==> config.mk <==
export PLATFORM = sky130hd
export DESIGN_NAME = bit_serial_alu
export DESIGN_NICKNAME = d
export VERILOG_FILES = /design/src/rtl/alu_pkg.sv /design/src/rtl/bit_slice.sv /design/src/rtl/bit_serial_alu.sv
export SDC_FILE = /design/constraint.sdc
export NUM_CORES = 1
export LEC_CHECK = 0
export CAP_MARGIN = 25
export CORE_MARGIN = 5
export CORE_UTILIZATION = 39
export DETAILED_ROUTE_END_ITERATION = 16
export SKIP_CTS_REPAIR_TIMING = 1
export SYNTH_ARGS = -nofsm -noshare
export SYNTH_HDL_FRONTEND = slang
export SYNTH_SLANG_ARGS = --single-unit
==> constraint.sdc <==
create_clock -name clk -period 3.2 [get_ports clk]
set_input_delay 0.48 -clock clk [delete_from_list [all_inputs] [get_ports clk]]
set_output_delay 0.48 -clock clk [all_outputs]
set_load 0.005 [all_outputs]
==> src/rtl/alu_pkg.sv <==
// -----------------------------------------------------------------------------
// alu_pkg
// Shared definitions for the bit-serial ALU and its bit slice:
//   alu_op_e     operation encoding carried on the 3-bit op / cntrl buses
//   alu_state_e  sequencer states of bit_serial_alu
//   is_legal_op  true for the six defined operation codes (001 and 111 unused)
// -----------------------------------------------------------------------------
package alu_pkg;

    typedef enum logic [2:0] {
        PASS_B = 3'b000,
        ADD    = 3'b010,
        SUB    = 3'b011,
        AND    = 3'b100,
        OR     = 3'b101,
        XOR    = 3'b110
    } alu_op_e;

    typedef enum logic [1:0] {
        IDLE = 2'd0,
        RUN  = 2'd1,
        DONE = 2'd2
    } alu_state_e;

    function automatic logic is_legal_op(input logic [2:0] op);
        return !((op == 3'b001) || (op == 3'b111));
    endfunction

endpackage

==> src/rtl/bit_slice.sv <==
// -----------------------------------------------------------------------------
// bit_slice
// One-bit ALU slice. Purely combinational; the caller supplies one operand
// bit pair per cycle and owns the carry register.
//
// Ports:
//   a, b       in   operand bits
//   carry_in   in   carry from the previous (less significant) bit
//   subtract   in   1 = invert b into the adder (A - B with carry_in = 1)
//   cntrl      in   operation code (alu_op_e encoding)
//   result     out  result bit for the selected operation
//   carry_out  out  adder carry; meaningful only for ADD/SUB
// -----------------------------------------------------------------------------
module bit_slice
    import alu_pkg::*;
(
    input  logic       a,
    input  logic       b,
    input  logic       carry_in,
    input  logic       subtract,
    input  logic [2:0] cntrl,
    output logic       result,
    output logic       carry_out
);

    logic b_eff;
    logic sum;

    always_comb begin
        b_eff     = b ^ subtract;
        sum       = a ^ b_eff ^ carry_in;
        carry_out = (a & b_eff) | (carry_in & (a ^ b_eff));

        // Logic ops use the raw b bit; only the adder sees the inverted one.
        case (alu_op_e'(cntrl))
            PASS_B:   result = b;
            ADD, SUB: result = sum;
            AND:      result = a & b;
            OR:       result = a | b;
            XOR:      result = a ^ b;
            default:  result = 1'b0;
        endcase
    end

endmodule

==> src/rtl/bit_serial_alu.sv <==
// -----------------------------------------------------------------------------
// bit_serial_alu
// Multi-cycle bit-serial ALU. A single bit_slice is time-multiplexed across a
// WIDTH-bit operand pair, one bit per clock, LSB first. Operands shift out of
// a_sh/b_sh, result bits shift into the MSB of res_sh, and the carry chain is
// closed through carry_q.
//
// Parameters:
//   WIDTH      operand/result width (>= 2)
//
// Ports:
//   clk        in   clock, rising edge
//   reset      in   synchronous active-high reset
//   start      in   request, sampled in IDLE or DONE
//   op         in   operation code (alu_op_e), sampled with start
//   a, b       in   operands, sampled with start
//   busy       out  high while bits are being processed
//   done       out  one-cycle pulse, result and flags valid
//   illegal    out  one-cycle pulse, start rejected (op 001 / 111)
//   result     out  result, updated only on entry to DONE
//   negative, zero, overflow, carry_out
//              out  status flags, held with result
//
// Configuration macro:
//   BIT_SERIAL_ALU_FLAGS_EN  defined: flags computed on entry to DONE.
//                            undefined: all four flags tied to 0.
// -----------------------------------------------------------------------------
module bit_serial_alu
    import alu_pkg::*;
#(
    parameter int WIDTH = 64
) (
    input  logic             clk,
    input  logic             reset,
    input  logic             start,
    input  logic [2:0]       op,
    input  logic [WIDTH-1:0] a,
    input  logic [WIDTH-1:0] b,
    output logic             busy,
    output logic             done,
    output logic             illegal,
    output logic [WIDTH-1:0] result,
    output logic             negative,
    output logic             zero,
    output logic             overflow,
    output logic             carry_out
);

    localparam int CNT_W = $clog2(WIDTH);

    alu_state_e       state;
    alu_state_e       state_nxt;

    logic [WIDTH-1:0] a_sh;
    logic [WIDTH-1:0] b_sh;
    logic [WIDTH-1:0] res_sh;
    logic [WIDTH-1:0] result_q;
    logic [CNT_W-1:0] cnt;
    logic             carry_q;
    alu_op_e          op_q;
    logic             illegal_q;

    logic             accept;
    logic             reject;
    logic             last_bit;
    logic             slice_res;
    logic             slice_cout;
    logic [WIDTH-1:0] res_full;

    // Single datapath slice fed from the LSBs of the operand shift registers.
    bit_slice u_slice (
        .a         (a_sh[0]),
        .b         (b_sh[0]),
        .carry_in  (carry_q),
        .subtract  (op_q == SUB),
        .cntrl     (op_q),
        .result    (slice_res),
        .carry_out (slice_cout)
    );

    // Full result as it will look after the final shift; used on the last
    // processing edge so result and flags land together on entry to DONE.
    assign res_full = {slice_res, res_sh[WIDTH-1:1]};

    // ---- state register ----
    always_ff @(posedge clk) begin
        if (reset) begin
            state <= IDLE;
        end else begin
            state <= state_nxt;
        end
    end

    // ---- next-state and status decode ----
    always_comb begin
        state_nxt = state;
        accept    = 1'b0;
        reject    = 1'b0;
        last_bit  = 1'b0;
        busy      = 1'b0;
        done      = 1'b0;

        case (state)
            IDLE: begin
                accept = start && is_legal_op(op);
                reject = start && !is_legal_op(op);
                if (accept) begin
                    state_nxt = RUN;
                end
            end
            RUN: begin
                busy     = 1'b1;
                last_bit = (cnt == CNT_W'(WIDTH - 1));
                if (last_bit) begin
                    state_nxt = DONE;
                end
            end
            DONE: begin
                done   = 1'b1;
                accept = start && is_legal_op(op);
                reject = start && !is_legal_op(op);
                state_nxt = accept ? RUN : IDLE;
            end
            default: begin
                state_nxt = IDLE;
            end
        endcase
    end

    // ---- operand load / bit processing ----
    always_ff @(posedge clk) begin
        if (reset) begin
            a_sh      <= '0;
            b_sh      <= '0;
            res_sh    <= '0;
            result_q  <= '0;
            cnt       <= '0;
            carry_q   <= 1'b0;
            op_q      <= PASS_B;
            illegal_q <= 1'b0;
        end else begin
            illegal_q <= reject;
            if (accept) begin
                a_sh    <= a;
                b_sh    <= b;
                op_q    <= alu_op_e'(op);
                cnt     <= '0;
                // Subtract is A + ~B + 1: the +1 enters as the initial carry.
                carry_q <= (alu_op_e'(op) == SUB);
            end else if (state == RUN) begin
                a_sh    <= a_sh >> 1;
                b_sh    <= b_sh >> 1;
                res_sh  <= res_full;
                carry_q <= slice_cout;
                cnt     <= cnt + CNT_W'(1);
                if (last_bit) begin
                    result_q <= res_full;
                end
            end
        end
    end

    assign illegal = illegal_q;
    assign result  = result_q;

`ifdef BIT_SERIAL_ALU_FLAGS_EN
    logic neg_q;
    logic zero_q;
    logic ovf_q;
    logic cout_q;
    logic is_arith;

    assign is_arith = (op_q == ADD) || (op_q == SUB);

    // ---- flag capture on the final processing edge ----
    // During the MSB cycle carry_q is the carry into the MSB and slice_cout
    // the carry out of it, so overflow needs no extra capture register.
    always_ff @(posedge clk) begin
        if (reset) begin
            neg_q  <= 1'b0;
            zero_q <= 1'b0;
            ovf_q  <= 1'b0;
            cout_q <= 1'b0;
        end else if (last_bit) begin
            neg_q  <= slice_res;
            zero_q <= (res_full == '0);
            ovf_q  <= is_arith & (carry_q ^ slice_cout);
            cout_q <= is_arith & slice_cout;
        end
    end

    assign negative  = neg_q;
    assign zero      = zero_q;
    assign overflow  = ovf_q;
    assign carry_out = cout_q;
`else
    assign negative  = 1'b0;
    assign zero      = 1'b0;
    assign overflow  = 1'b0;
    assign carry_out = 1'b0;
`endif

endmodule

# Word-level counts from Yosys, hierarchy flattened
# Cells that the tools add are included.
# classes
add_sub_neg,1
eq_ne,13
muxes,15
bitwise,11
n_reduce_logical,14
# ops
operator,count
$mux 64,4
$eq 3x3->1 const B,4
$eq 3x2->1 const B,3
$reduce_or 2->1,4
$mux 1,7
$add 6x1->6 const B,1
$eq 6x6->1 const B,1
$pmux 2 s3,1
$pmux 1 s5,1
$mux 2,2
$ne 2x2->1 const B,2
$reduce_and 2->1,2
$xor 1x1->1,4
$and 1x1->1,3
$eq 3x1->1 const B,1
$logic_not 3->1,1
$reduce_and 3->1,1
$eq 2x1->1 const B,1
$eq 2x2->1 const B,1
$logic_and 1x1->1,2
$logic_not 2->1,1
$not 1->1,2
$or 1x1->1,2
$reduce_bool 2->1,1
2 further kinds,2
# word_totals
ff_bits,269
input_bits,134
out_inout_bits,71
elab_cells,63

# Longest topological paths before layout
# Gate-level depths: netlist of the first run.
# depth
ltp_word,7
ltp_mapped,8
depth_no_buf,7

# Modules after synthesis
# Synthesis of the first run repeated with hierarchy kept, for this count alone.
# hier_totals
hier_cells,1371
area_unflattened_um2,11468.5
# by_module_without_submodules
mod,n_inst,cells_per_inst,area_each_um2,seq_area_each_um2
bit_serial_alu,1,1359,11368.4,5365.1
bit_slice,1,12,100.1,0.0

# Worst setup path after synthesis of the first run
# OpenSTA, ideal clock, no wires.
# synth_path
path_type,register to register
start,register op_q[1]
end,register res_sh[63]
setup_ns,0.132
arrival_ns,1.464
required_time_ns,3.068
setup_slack_ns,1.604
stages_incl_launch_ff,8
path_buffers,0
synth_period_minus_slack_ns,1.596
path_cell_list,dfxtp_1 > nand3b_1 > xnor2_1 > fa_1 > a21oi_1 > o31ai_1 > nand3_1 > a21oi_1
# synth_via
elab_chain_cells,5
word_cells_on_any_way,11
classes_between,eq/ne (5); mux (1); bitwise (3); reduce/logical (2)
# synth_rtl
element,line_no,text
"start, declared",bit_serial_alu.sv:60,alu_op_e op_q;
"start signal, assigned",bit_serial_alu.sv:146,op_q <= alu_op_e'(op);
$eq 3x2->1,"bit_slice.sv:35, bit_serial_alu.sv:75",
$xor 1x1->1,bit_slice.sv:30,b_eff = b ^ subtract;
$xor 1x1->1 (2 in series),bit_slice.sv:31,sum = a ^ b_eff ^ carry_in;
$pmux 1 s5 (*),bit_slice.sv:35,case (alu_op_e'(cntrl))
"end signal, assigned",bit_serial_alu.sv:153,res_sh <= res_full;
"end, declared",bit_serial_alu.sv:56,logic [WIDTH-1:0] res_sh;
# Mark *: on every way between the ends. The rest lies on a longest branch, timed or not.
# A chain may end at the register's enable or synchronous reset.

# Final worst setup path of the first run
# layout_path
start,register state[0]
end,output port busy
# layout_via
elab_chain_cells,2
# layout_rtl
element,line_no,text
"start, declared",bit_serial_alu.sv:51,alu_state_e state;
"start signal, assigned",bit_serial_alu.sv:90,state <= state_nxt;
$eq 2x1->1,bit_serial_alu.sv:103,case (state)
$mux 1,bit_serial_alu.sv:103,
"end, declared",bit_serial_alu.sv:39,"output logic busy,"
# Every way passes these cells.

==> results of run 1 <==
==> layout make-up <==
cell class | instances | area (µm²)
timing repair buffer | 217 | 2210
sequential | 268 | 5370
multi-input combinational | 828 | 4310
fill | 2512 | 12800
clock inverter | 7 | 41.3
antenna | 1 | 2.50
inverter | 4 | 20.0
clock buffer | 45 | 866
tap | 335 | 419
==> registers in the layout (all words and copies together) (netlist names) <==
register  flops
state         2
op_q          3
cnt           6
b_sh         64
res_sh       63
carry_q       1
illegal       1
a_sh         64
result       64
==> worst paths after layout <==
path | start | end | cells after the start
max | state[0] | busy | 3
min | result[10] | result[10] | 2
max reg2reg | state[0] | result[39] | 6
min reg2reg | result[10] | result[10] | 2
==> worst reg2reg max path, stage by stage (launching register included) <==
cell      delay, ns
dfxtp_1        0.40
nand2b_4       0.10
inv_6          0.29
and3_2         0.62
buf_12         0.28
nand2_1        0.10
a21oi_1        0.12
==> power by group through the flow <==
stage               Sequential (W)  Combinational [W]  Clock [W]
detailed placement         0.00361           0.000753          0
finish                     0.00354           0.000751    0.00314
global placement           0.00361           0.000747          0
CTS                        0.00354           0.000754    0.00325
global route               0.00355           0.000827    0.00339
floorplan                  0.00359           0.000486          0
==> per-stage QoR <==
stage | std cells | power [W] | area (µm²) | util [%] | setup WS, ns
floorplan | 1218 | 0.00408 | 10300 | - | 1.60
global placement | 1652 | 0.00436 | 12300 | 47.4 | 0.863
detailed placement | 1652 | 0.00436 | 12300 | 47.4 | 0.796
CTS | 1704 | 0.00754 | 13200 | 50.9 | 0.765
global route | 1704 | 0.00777 | 13200 | 50.9 | 0.711
finish | 1705 | 0.00743 | 13200 | 50.9 | 0.821
==> cells by family after synthesis <==
family / Yosys count / share of synthesized area [%]
flip-flops: 268 / 52.4
AND/OR/NAND/NOR: 422 / 17.4
buffers and inverters: 122 / 5.93
XOR/XNOR: 7 / 0.672
AO/OA/AOI/OAI: 390 / 22.9
multiplexers: 1 / 0.0977
other: 1 / 0.0366
adder cells (fa/ha/maj): 4 / 0.562
==> synthesized netlist by cell type (4+ instances only) <==
master	instances	area share [%]
buf_4	5	0.37
buf_6	11	1.2
clkbuf_1	56	2.1
a22oi_1	113	8.3
buf_2	39	1.9
a22oi_2	10	1.2
a21oi_1	257	13
nor2_1	12	0.44
dfxtp_1	268	52
xor2_1	4	0.34
nand3_1	128	6.3
buf_1	7	0.26
nand2_1	268	9.8
==> routing by layer <==
layer  GRT usage (%)  up-vias  part of all wire (%)
li1                -     4502                     -
met1            23.5     4123                    46
met2            24.9      239                    45
met3            4.32       39                   7.3
met4            3.62        6                   1.4
met5               0        -                  0.11
==> placed cells by master, fill, tap and decap left out, types with 6 or more instances in the layout <==
master           instances
a21oi_1                257
a22oi_1                113
a22oi_2                 10
buf_12                   6
buf_4                   11
clkbuf_1                 8
clkbuf_16               29
clkbuf_8                 9
clkdlybuf4s50_1        199
dfxtp_1                268
nand2_1                268
nand3_1                127
nor2_1                  12
==> results.yml, run 1 <==
outcome:
  status: "completed"
clock_tree:
  cts_max_level: 1
  clock-sinks: 268
  cts_tree: "done"
  path_clk_slew_ns: 0.06
  insertion_delay_ns: 0.53
  root_buffer: "clkbuf_16"
  cts_buffer_depth: 3
  cts_inserted_buffers: 29
global_routing:
  grt_pass1_wl_um: 41400
  antenna_found_initial: 3
  grt_usage_pct: 16.4
  grt_overflow: 0
  grt_max_degree: 195
  grt_pass1_vias: 8133
power:
  p_int_w: 0.00564
  combPwrFrac_pct: 10.1
  vdd_ir_drop_max_uv: 340
  p_per_area_mw_per_mm2: 562
  power.switching_w: 0.00179
  power.leakage_nw: 4.35
  p_clk_share_pct: 42.2
  power_frac_seq_pct: 47.6
  swShare_pct: 24.2
sta:
  max-slew-margin-rel_pct: 26.6
  fin_worst_skew_ns: 0.0102
  setup-violations-final: 0
  hold_ws_ns: 0.451
  rsz0062_at_grt: "no"
  finalMaxSlewViolations: 0
  post-route-period-util_pct: 74.3
  min_period_ns: 2.38
  hold_viol_final: 0
  tns_ns: 0
  fmax_mhz: 420
  worstMarginPinSlew_ns: 1.10
critical_path:
  cp.required_ns: 2.72
  arrival_ns: 1.90
  ff2ff_setup_slack_ns: 1.21
  cp-start-kind: "flop"
  critPathTopFamily: "buffers and inverters"
  critPathBufInv: 2
  worstPathMaxFanout: 43
  crit_chain: "nand2b_4, inv_6, clkdlybuf4s50_1"
  endpoint_kind: "output port"
  worstSetupPathType: "flop to output port"
  cp_slowest_stage_delay_ns: 0.58
  cp_slowest_cell: "clkdlybuf4s50_1"
placement:
  port_buffers: 200
  dpl.hpwl_um: 15400
  routabilityCongestion: 0.749
yosys:
  synth_cell_types: 37
  synth_seq_cells: 268
  async_reset_ff_share_pct: 0
  synth_edf_count: 0
  syn_inst: 1215
  ys_warn_count: 0
  avgSynthCellArea_um2: 8.43
  synth_top_flop_cell: "dfxtp_1"
  yosysSeqAreaShare_pct: 52.4
  synth_area_mm2: 0.0102
floorplanning:
  die_w_um: 172
  dieArea_mm2: 0.0296
  initial_core_util_pct: 39.4
  ios: 205
  core_mm2: 0.0260
  std_cell_rows: 59
  chipHeight_um: 172
detailed_routing:
  initialDrtViolationCount: 790
  wl_per_cell_um: 15.1
  drc_errors: 0
  drtAntennaViolNets: 0
  wirelength_um: 25700
  vias: 8909
  viasPerCell: 5.23
  drtPass1Iterations: 4
finish:
  nets: 1486
  syn_to_final_growth_pct: 29.1
  drive_gt1_share_pct: 5.77
job:
  max_cap_violations: 0
min_path:
  min_path_type: "flop to flop"
Note: power is estimated with default switching activity, not from simulation.
==> run 2, diff against run 1 <==
PLACE_DENSITY = 0.66   (was unset)
clock period = 2.1 ns   (was 3.2 ns; I/O delays follow)
==> results.yml, run 2 (synthesized netlist as in run 1, its figures left out) <==
critical_path:
  crit_chain: "nand2b_4, inv_6, clkdlybuf4s50_1"
  worstSetupPathType: "flop to output port"
  cp.required_ns: 1.78
  cp_slowest_cell: "clkdlybuf4s50_1"
  arrival_ns: 1.69
  ff2ff_setup_slack_ns: 0.34
  cp-start-kind: "flop"
  critPathTopFamily: "buffers and inverters"
  reg2reg_depth: 7
  timing.rr.end: "result[63]"
  endpoint_kind: "output port"
  worstPathMaxFanout: 12
  critPathBufInv: 2
  cp_slowest_stage_delay_ns: 0.51
  rr_startpoint: "op_q[1]"
sta:
  fin_worst_skew_ns: 0.00736
  worstMarginPinSlew_ns: 0.959
  layout_setup_ws_ns: 0.0965
  setup-violations-final: 0
  finalMaxSlewViolations: 0
  hold_viol_final: 0
  fmax_mhz: 499
  rsz0062_at_grt: "no"
  post-route-period-util_pct: 95.4
  max-slew-margin-rel_pct: 36.1
  hold_ws_ns: 0.327
  min_period_ns: 2.00
  tns_ns: 0
global_routing:
  grt_usage_pct: 16.3
  antenna_found_initial: 0
  top_usage_layer: "met2"
  grt_overflow: 0
  use_met3_pct: 3.41
  grt_pass1_vias: 8211
  grt_max_degree: 195
  grt_use_met2_pct: 26.0
  grt_pass1_wl_um: 41100
  grt_use_met1_pct: 23.1
floorplanning:
  chipHeight_um: 172
  ios: 205
  initial_core_util_pct: 39.4
  die_w_um: 172
  std_cell_rows: 59
  dieArea_mm2: 0.0296
  core_mm2: 0.0260
placement:
  port_buffers: 200
  dp_slack_ns: 0.112
  dpl.hpwl_um: 15900
  routabilityCongestion: 0.748
detailed_routing:
  drtAntennaViolNets: 0
  drc_errors: 0
  wirelength_um: 25700
  viasPerCell: 5.28
  wl_per_cell_um: 15.0
  drtPass1Iterations: 5
  vias: 9024
  initialDrtViolationCount: 746
power:
  p_per_area_mw_per_mm2: 842
  vdd_ir_drop_max_uv: 523
  power.leakage_nw: 4.41
clock_tree:
  cts_max_level: 1
  cts_inserted_buffers: 28
  clock-sinks: 268
  cts_tree: "done"
  insertion_delay_ns: 0.52
  root_buffer: "clkbuf_16"
  path_clk_slew_ns: 0.06
  cts_buffer_depth: 3
job:
  max_cap_violations: 0
finish:
  nets: 1494
  syn_to_final_growth_pct: 30.2
  drive_gt1_share_pct: 6.05
  layout_common_cells: "268 x nand2_1, 268 x dfxtp_1, 257 x a21oi_1"
  diodes: 0
outcome:
  status: "completed"
min_path:
  min_path_type: "input pin to flop"
  min_path_cells: 2
  hp-start: "reset"
  hold_end: "result[8]"
run 2: changes by cell type in the layout (fill, tap and decap cells not counted), sizes merged:
| cell | previous run | this run |
|---|---|---|
| clkinvlp | 1 | 0 |
| diode | 1 | 0 |
| clkinv | 5 | 4 |
| buf | 17 | 26 |
| inv | 5 | 4 |
| clkbuf | 46 | 44 |
run 2: final cells by class:
cell class	count	area (µm²)
inverter	4	20.0
clock inverter	4	20.0
timing repair buffer	226	2380
tap	335	419
clock buffer	43	838
fill	2464	12600
multi-input combinational	828	4310
sequential	268	5370
run 2: where the power goes:
group / internal, W / total, W / switching (W) / leakage, nW
Clock: 0.00271 / 0.00462 / 0.00191 / 0.426
Combinational: 0.000540 / 0.00121 / 0.000675 / 1.80
Sequential: 0.00528 / 0.00539 / 0.000110 / 2.18
run 2: worst max-delay path by stage:
| stage | from | end | slack [ns] | depth (start not counted) |
|---|---|---|---|---|
| finish | state[0] | busy | 0.1 | 3 |
| detailed placement | op[2] | b_sh[60] | 0.11 | 7 |
| CTS | state[0] | busy | 0.04 | 3 |
| floorplan | op_q[1] | res_sh[63] | 0.50 | 7 |
| global placement | op[2] | b_sh[21] | 0.16 | 7 |
| global route | state[0] | busy | 0.01 | 3 |
run 2: routing by layer:
metal / share of wire, % / wire length (µm)
met5: 0 / 0
met3: 6.6 / 1690
met1: 47 / 12000
met2: 46 / 11700
met4: 1.2 / 299
run 2: metrics by stage:
step | cells | cell area (µm²) | total power (W) | util [%]
2_1_floorplan | 1218 | 10300 | 0.00621 | -
5_1_grt | 1708 | 13300 | 0.0117 | 51.4
3_3_place_gp | 1661 | 12500 | 0.00670 | 48.0
3_5_place_dp | 1661 | 12500 | 0.00672 | 48.0
4_1_cts | 1708 | 13300 | 0.0114 | 51.4
6_report | 1708 | 13300 | 0.0112 | 51.4
==> run 3, diff against run 2 <==
PLACE_DENSITY = 0.73   (was 0.66)
SLEW_MARGIN = 20   (was unset)
==> results.yml, run 3 (synthesized netlist as in run 1, its figures left out) <==
outcome:
  status: "completed"
floorplanning:
  std_cell_rows: 59
  core_mm2: 0.0260
  ios: 205
  dieArea_mm2: 0.0296
  initial_core_util_pct: 39.4
  die_w_um: 172
  chipHeight_um: 172
finish:
  stdcell_count: 1707
  design_area_mm2: 0.0134
  diodes: 0
  layout_common_cells: "268 x nand2_1, 268 x dfxtp_1, 257 x a21oi_1"
  syn_to_final_growth_pct: 30.8
  drive_gt1_share_pct: 6.41
  post-route-util_pct: 51.6
  nets: 1491
  fillers: 2413
power:
  vdd_ir_drop_max_uv: 669
  power.leakage_nw: 4.42
  p_per_area_mw_per_mm2: 874
clock_tree:
  cts_tree: "done"
  cts_max_level: 1
  cts_inserted_buffers: 27
  cts_buffer_depth: 3
  clock-sinks: 268
  path_clk_slew_ns: 0.07
  root_buffer: "clkbuf_16"
  insertion_delay_ns: 0.53
critical_path:
  endpoint_kind: "output port"
  crit_chain: "nor2b_1, clkdlybuf4s50_1"
  cp.required_ns: 1.78
  timing.rr.end: "res_sh[63]"
  cp_slowest_stage_delay_ns: 0.59
  worstSetupPathType: "flop to output port"
  worstPathMaxFanout: 3
  cp-start-kind: "flop"
  cp-endpoint: "done"
  arrival_ns: 1.62
  cp_slowest_cell: "clkdlybuf4s50_1"
  reg2reg_depth: 7
  startpoint: "state[0]"
  ff2ff_setup_slack_ns: 0.29
  rr_startpoint: "op_q[1]"
sta:
  worstMarginPinSlew_ns: 1.07
  post-route-period-util_pct: 92.2
  rsz0062_at_grt: "no"
  min_period_ns: 1.94
  finalMaxSlewViolations: 0
  tns_ns: 0
  setup-violations-final: 0
  fmax_mhz: 517
  hold_viol_final: 0
  fin_worst_skew_ns: 0.0138
  max-slew-margin-rel_pct: 28.4
min_path:
  min_path_type: "input pin to flop"
detailed_routing:
  drc_errors: 0
  viasPerCell: 5.33
  vias: 9101
  initialDrtViolationCount: 861
  drtAntennaViolNets: 0
  wl_per_cell_um: 15.0
  drtPass1Iterations: 6
  wirelength_um: 25700
global_routing:
  antenna_found_initial: 0
  grt_pass1_wl_um: 41200
  grt_pass1_vias: 8453
  grt_overflow: 0
  grt_usage_pct: 16.4
  grt_max_degree: 195
placement:
  dpl_cell_area_mm2: 0.0124
  routabilityCongestion: 0.765
  port_buffers: 200
  place_inst: 1659
  dpl.hpwl_um: 16000
job:
  max_cap_violations: 0
==> run 3: changes by cell type in the layout (fill, tap and decap cells not counted), sizes merged <==
cell	change
buf	-2
bufinv	+4
clkbuf	-5
clkinv	-2
clkinvlp	+3
inv	+1
==> run 3: area by class of cell <==
cell class                 instances  area [µm²]  share of cell area, %
sequential                       268        5370                   40.0
clock buffer                      38         807                   6.02
multi-input combinational        828        4310                   32.1
clock inverter                    10         161                   1.20
tap                              335         419                   3.13
inverter                           4        20.0                  0.149
timing repair buffer             224        2320                   17.3
==> run 3: metal layers <==
layer  part of all wire (%)  track usage (%)
met3                    6.8             3.38
met2                     47             27.3
met4                    2.2             3.76
met5                      0                0
met1                     44             22.0
==> run 3: worst min-delay path by stage <==
stage                     depth (start not counted)  startpoint        end  slack [ns]
final                                             2       reset   a_sh[46]        0.21
after global routing                              2       reset  res_sh[8]        0.22
after CTS                                         2       reset  res_sh[9]        0.19
after detailed placement                          2   res_sh[1]  result[0]        0.45
after global placement                            2   res_sh[1]  result[0]        0.44
after floorplan                                   2   res_sh[1]  result[0]        0.43
==> run 3: worst max-delay path: cells and delay by family (launching register included) <==
family / cells / cell delay, ns
buffers and inverters: 1 / 0.59
AND/OR/NAND/NOR: 1 / 0.16
flip-flops: 1 / 0.35
==> run 3: stage by stage <==
stage | total power (W) | hold WS (ns) | worst slack (ns)
detailed placement | 0.00670 | 0.446 | 0.0871
global placement | 0.00667 | 0.443 | 0.145
CTS | 0.0119 | 0.189 | 0.117
finish | 0.0117 | 0.213 | 0.164
floorplan | 0.00621 | 0.432 | 0.504
global route | 0.0122 | 0.221 | 0.0285
==> run 3: power breakdown <==
part           switching (W)  leakage (nW)  internal (W)
Sequential          0.000113          2.18       0.00528
Combinational       0.000665          1.78      0.000523
Clock                0.00197         0.469       0.00316
Total                0.00275          4.42       0.00896
